===== config.mk =====
export PLATFORM = sky130hd
export DESIGN_NAME = rst_sync_pipe_bank
export DESIGN_NICKNAME = d
export VERILOG_FILES = /design/src/rtl/rst_sync_pipe_bank.sv
export SDC_FILE = /design/constraint.sdc
export NUM_CORES = 1
export LEC_CHECK = 0
export BUFFER_PORTS_ARGS = -buffer_cell sky130_fd_sc_hd__buf_2
export CAP_MARGIN = 15
export CORE_UTILIZATION = 46
export CTS_CLUSTER_SIZE = 25
export DETAILED_ROUTE_END_ITERATION = 6
export PLACE_DENSITY_LB_ADDON = 0.1
export SETUP_SLACK_MARGIN = 0.3
export SYNTH_ARGS = -nofsm -noshare
export SYNTH_HDL_FRONTEND = slang
export SYNTH_SLANG_ARGS = --single-unit

===== constraint.sdc =====
create_clock -name A_CLK -period 1.7 [get_ports A_CLK]
set_input_delay 0.255 -clock A_CLK [delete_from_list [all_inputs] [get_ports A_CLK]]
set_output_delay 0.255 -clock A_CLK [all_outputs]
set_load 0.02 [all_outputs]

===== src/rtl/rst_sync_pipe_bank.sv =====
// Multi-lane elastic valid/ready register pipeline with a built-in reset synchroniser.
// Reset asserts asynchronously on A_RST and releases synchronously after SYNC_STAGES clocks.
module rst_sync_pipe_bank #(
    parameter int unsigned       WIDTH       = 8,
    parameter int unsigned       CHANNELS    = 2,
    parameter int unsigned       DEPTH       = 2,
    parameter int unsigned       SYNC_STAGES = 2,
    parameter logic [WIDTH-1:0]  RESET_VAL   = {WIDTH{1'b0}}
) (
    input  logic                           A_CLK,
    input  logic                           A_RST,
    input  logic                           in_valid,
    input  logic [CHANNELS*WIDTH-1:0]      in_data,
    output logic                           in_ready,
    output logic                           out_valid,
    output logic [CHANNELS*WIDTH-1:0]      out_data,
    input  logic                           out_ready,
    output logic                           rst_done,
    output logic [$clog2(DEPTH+1)-1:0]     count
);

    localparam int unsigned BW = CHANNELS * WIDTH;
    localparam int unsigned CW = $clog2(DEPTH + 1);
    localparam logic [BW-1:0] BEAT_RST = {CHANNELS{RESET_VAL}};
    localparam logic [CW-1:0] CNT_ONE  = CW'(1);

    logic [SYNC_STAGES-1:0]   sync_q;
    logic [SYNC_STAGES-1:0]   sync_d;
    logic                     rst_done_s;

    logic [DEPTH-1:0]         vld_q;
    logic [DEPTH-1:0]         vld_d;
    logic [DEPTH-1:0][BW-1:0] data_q;
    logic [DEPTH-1:0][BW-1:0] data_d;
    logic [CW-1:0]            count_q;
    logic [CW-1:0]            count_d;
    logic [DEPTH-1:0]         load_s;
    logic                     in_ready_s;
    logic                     accept_s;
    logic                     xfer_out_s;

    // Release shift: a 1 walks toward the last flop once A_RST is low.
    always_comb begin
        sync_d = {sync_q[SYNC_STAGES-2:0], 1'b1};
    end

    // Reset synchroniser flops, cleared asynchronously by A_RST.
    always_ff @(posedge A_CLK or posedge A_RST) begin
        if (A_RST) begin
            sync_q <= {SYNC_STAGES{1'b0}};
        end else begin
            sync_q <= sync_d;
        end
    end

    assign rst_done_s = sync_q[SYNC_STAGES-1];

    // Stage k may load when any stage at or beyond k is empty, or downstream takes a beat.
    always_comb begin
        load_s = {DEPTH{1'b0}};
        for (int k = 0; k < DEPTH; k++) begin
            load_s[k] = out_ready;
            for (int j = k; j < DEPTH; j++) begin
                load_s[k] = load_s[k] | ~vld_q[j];
            end
        end
    end

    assign in_ready_s = rst_done_s & load_s[0];
    assign accept_s   = in_valid & in_ready_s;
    assign xfer_out_s = vld_q[DEPTH-1] & out_ready;

    // Next-state for every stage: shift forward where allowed, otherwise hold.
    always_comb begin
        vld_d  = vld_q;
        data_d = data_q;
        if (load_s[0]) begin
            vld_d[0] = accept_s;
            if (accept_s) begin
                data_d[0] = in_data;
            end else begin
                data_d[0] = data_q[0];
            end
        end else begin
            vld_d[0]  = vld_q[0];
            data_d[0] = data_q[0];
        end
        for (int k = 1; k < DEPTH; k++) begin
            if (load_s[k]) begin
                vld_d[k]  = vld_q[k-1];
                data_d[k] = data_q[k-1];
            end else begin
                vld_d[k]  = vld_q[k];
                data_d[k] = data_q[k];
            end
        end
    end

    // Occupancy: moves only when exactly one of accept / output transfer happens.
    always_comb begin
        case ({accept_s, xfer_out_s})
            2'b10:   count_d = count_q + CNT_ONE;
            2'b01:   count_d = count_q - CNT_ONE;
            default: count_d = count_q;
        endcase
    end

    // Pipeline state; the synchroniser output is the reset, so a fall of rst_done clears it at once.
    always_ff @(posedge A_CLK or negedge rst_done_s) begin
        if (!rst_done_s) begin
            vld_q   <= {DEPTH{1'b0}};
            data_q  <= {DEPTH{BEAT_RST}};
            count_q <= {CW{1'b0}};
        end else begin
            vld_q   <= vld_d;
            data_q  <= data_d;
            count_q <= count_d;
        end
    end

    assign in_ready  = in_ready_s;
    assign out_valid = vld_q[DEPTH-1];
    assign out_data  = data_q[DEPTH-1];
    assign rst_done  = rst_done_s;
    assign count     = count_q;

endmodule


* Yosys cells after proc, flatten, opt, wreduce, memory -nomap -nowiden *
Index checks and enable logic that the tools add are counted.

operators by class
  add/subtract/negate cells = 2
  equal/unequal tests = 2
  mux-type cells = 1
  bitwise gates (word level) = 8
  reduce and logical (&&, ||, !) cells = 2

operator list
  operator               number
  $pmux W2 S2            1
  $and A1 B1 Y1          3
  $or A1 B1 Y1           3
  $add A2 B1 Y2 const B  1
  $eq A2 B1 Y1 const B   1
  $eq A2 B2 Y1 const B   1
  $not A1 Y1             2
  $reduce_and A2 Y1      1
  $reduce_bool A2 Y1     1
  $sub A2 B1 Y2 const B  1

word-level totals
  bits in registers = 38
  word-level logic and storage cells = 21

* Depth between registers and ports, before layout *
  depth after elaboration = 7
  mapped depth = 9
  mapped depth without buffers = 7

* Least setup slack after synthesis *
No wires, ideal clock.

  path type = reg-to-reg
  from = register sync_q[1]
  to = register count_q[1] (netlist: count[1])
  library setup time = 79 ps
  data arrival time = 2,419 ps
  data required time = 1,621 ps
  path slack = -798 ps
  cell stages (with the launch flop) = 8
  buffers on the path = 2
  cells stage by stage = dfrtp_1 and3_1 buf_6 buf_12 inv_1 ha_1 nor2_1 xor2_1

on the way
  longest elaborated chain between the ends = 4
  elaborated cells on any way between the ends = 6
  those cells by class = eq/ne: 2; mux: 1; bitwise: 2; reduce/logical: 1

RTL lines
  what                                               line  RTL
  start: declaration                                 27    logic [SYNC_STAGES-1:0] sync_q;
  start signal: assignment                           50    sync_q <= {SYNC_STAGES{1'b0}};
  start signal: assignment                           52    sync_q <= sync_d;
  $and A1 B1 Y1 (*)                                  69    assign in_ready_s = rst_done_s & load_s[0];
  $and A1 B1 Y1 (*)                                  70    assign accept_s = in_valid & in_ready_s;
  $eq A2 B1 Y1 or $eq A2 B2 Y1 (tied branches)       101   case ({accept_s, xfer_out_s})
  $pmux W2 S2 or $reduce_bool A2 Y1 (tied branches)  --
  end signal: assignment                             113   count_q <= {CW{1'b0}};
  end signal: assignment                             117   count_q <= count_d;
  end: declaration                                   35    logic [CW-1:0] count_q;

Mark *: on every way between the ends. The rest lies on a longest branch, timed or not.
A chain may end at the register's enable or synchronous reset.

* Worst setup path after layout *
  from = register sync_q[1]
  to = output in_ready

on the way
  longest elaborated chain between the ends = 1

RTL lines
  what              line  RTL
  $and A1 B1 Y1     69
  end: declaration  14    output logic in_ready,

Every way passes these cells.

==> reports/metrics.cfg <==
[worst_setup_path]
critPathLaunch=sync_q[1]
r2r_slack_ns=0.21
crit_fanout=4
worstSetupEndpoint=in_ready
reg2reg_to=data_q[13]
crit_path_end_kind=primary output
reg2reg_from=sync_q[1]
critical_path.startpoint_type=flip-flop
crit_type=reg2out
worstPathRequired_ns=1.44
critical_path_arrival_ns=1.25
reg2reg_depth=5

[timing]
setup_ws_ns=0.198
drv_slew=0
fmax_mhz=666
finalCriticalPeriod_ns=1.50
fin_skew_ns=0.00984
timing.final.crit_share_pct=88.4
rsz0062_at_grt=true
hold_viol=0
setup_viol=0

[drt]
drc=0
vias=908
drt-wirelength-per-cell_um=14.3
drt_first_pass_iters=2
postRouteAntennaNets=0
drt_iter0_markers=9
viasPerCell=4.61
drt_wl_total_mm=2.82

[floorplanning]
die_y_um=61.1
ios=41
die_w_um=61.1
dieArea_sq_mm=0.00373
initial_utilization_pct=48.1
std_cell_rows=21
core_area_sq_mm=0.00334

[cells_and_area]
drive_gt1_share_pct=68.9
fin_nets=171
diodes=0
final_area_sq_mm=0.00205
area_delta_synth_final_pct=27.6

[placement]
hpwl_mm=1.81
port-buffer-count=40
dpl_cell_area_sq_mm=0.00177
gp_congestion=0.709
pre_cts_slack_ns=0.167

[synth]
seq_area_frac_synth_pct=59.2
netlist_area_sq_mm=0.00161
syn_inst=105
ys_ff_latch=38
synth_fp_nets=126
synth_edf_count=0
syn_avg_cell_area_sq_um=15.3
yosysWarnings=0
async_reset_ff_share_pct=100
yosysUniqueCellTypes=18
ys.flop_type=dfrtp_1

[clocking]
cts_max_path_buffers=2
clk_pin_slew_ns=0.11
cts_tree=yes
clk_latency_ns=0.34
htreeDepth=2
clock_sinks=38
ctsRootBufferMaster=clkbuf_4
numCtsBuffers=5

[flow_run]
cap_viol_max_count=0

[power_and_ir_drop]
leakage_nw=1.00
pwr_density_cell_mw_per_mm2=1210
ir_drop_mv=0.679

[grt]
grt_usage_pct=16.2
grt_pass1_wl_mm=4.20
grt_pass1_vias=935
grt_max_degree=22
antenna_found_initial=0
overflow=0

[run_status]
status=completed

[worst_hold_path]
hp-start=in_data[6]
hold_path_class=in2reg

[logic make-up after synthesis]
family                     synth area share (%)
other                                     0.234
xor gates and xnor gates                   1.64
muxes                                      24.6
adders and majority gates                 0.779
and+or+nand+nor                            3.04
buffers and inverters                      10.5
DFF                                        59.2
[registers in the layout, indices dropped and copies added, names as in the netlist]
name      count
data_q       16
vld_q         2
sync_q        2
count         2
out_data     16
[repair_timing]
item	4_1_cts	5_1_grt
resized for setup	11	12
pin swaps	3	3
buffers inserted	4	6
hold buffers	1	0
gates cloned	0	1
hold endpoints to repair	2	0
setup endpoints to repair	12	20
[cells in the mapped netlist (2+ instances only)]
cell type  instances  area [sq um]
dfrtp_1           38           951
mux2_2            23           259
buf_4             16           120
mux2_4             9           135
and2_2             2          15.0
buf_2              2          10.0
inv_1              2          7.51
nand2b_1           2          12.5
xnor2_1            2          17.5
[final cells by class]
| type | instances | area (sq um) |
|---|---|---|
| Clock buffer | 7 | 45.0 |
| Clock inverter | 1 | 30.0 |
| Fill cell | 275 | 1290 |
| Inverter | 2 | 12.5 |
| Multi-Input combinational cell | 45 | 541 |
| Sequential cell | 38 | 955 |
| Tap cell | 46 | 57.6 |
| Timing Repair Buffer | 58 | 408 |
[layer usage]
metal  track usage, %  wire length (um)
met4             8.12                69
met2             25.5              1410
met1             19.4              1170
met3             6.30               170
met5                0                 0
[stage by stage]
step / cells / hold slack [ns] / util [%] / setup TNS (ns) / total power, mW
3_5_place_dp: 177 / 0.107 / 53.1 / 0 / 1.80
5_1_grt: 197 / 0.118 / 61.4 / 0 / 2.60
3_3_place_gp: 177 / 0.103 / 53.1 / 0 / 1.78
4_1_cts: 190 / 0.127 / 57.8 / 0 / 2.43
6_report: 197 / 0.138 / 61.4 / 0 / 2.47
2_1_floorplan: 105 / -0.00379 / - / -0.168 / 1.72
[report_power, final]
part           switching [mW]  total [mW]  internal, mW
combinational           0.322       0.678         0.356
sequential              0.110        1.20          1.08
clock                   0.283       0.595         0.312
[worst min-delay path by stage]
stage | end | slack, ns | cells after the start
floorplan | sync_q[0] | -0.004 | 1
global placement | sync_q[0] | 0.10 | 2
detailed placement | sync_q[0] | 0.11 | 2
CTS | data_q[5] | 0.13 | 2
global route | data_q[6] | 0.12 | 2
finish | data_q[6] | 0.14 | 2
[worst max-delay path: stages, from the launching register on]
cell,delay (ns)
dfrtp_4,0.53
buf_12,0.14
and2_4,0.13
buf_6,0.13
[placed cells by master, fill, tap and decap left out]
master	netlist	routed
dfrtp_1	38	37
buf_6	1	4
bufinv_16	0	1
and2_4	0	1
inv_6	0	1
dlygate4sd3_1	0	1
clkbuf_4	0	5
dfrtp_4	0	1
mux2_4	9	14
ha_4	0	1
inv_1	2	1
nand2_1	1	1
and2_2	2	1
and3_4	0	1
clkbuf_1	0	2
clkbuf_16	0	1
buf_8	0	1
nor2_2	0	1
buf_2	2	38
xnor2_2	0	2
mux2_2	23	18
nand3b_1	1	1
conb_1	1	1
buf_12	1	2
xor2_1	1	1
nand2b_1	2	2
buf_4	16	11
(Power assumes the default switching activity.)
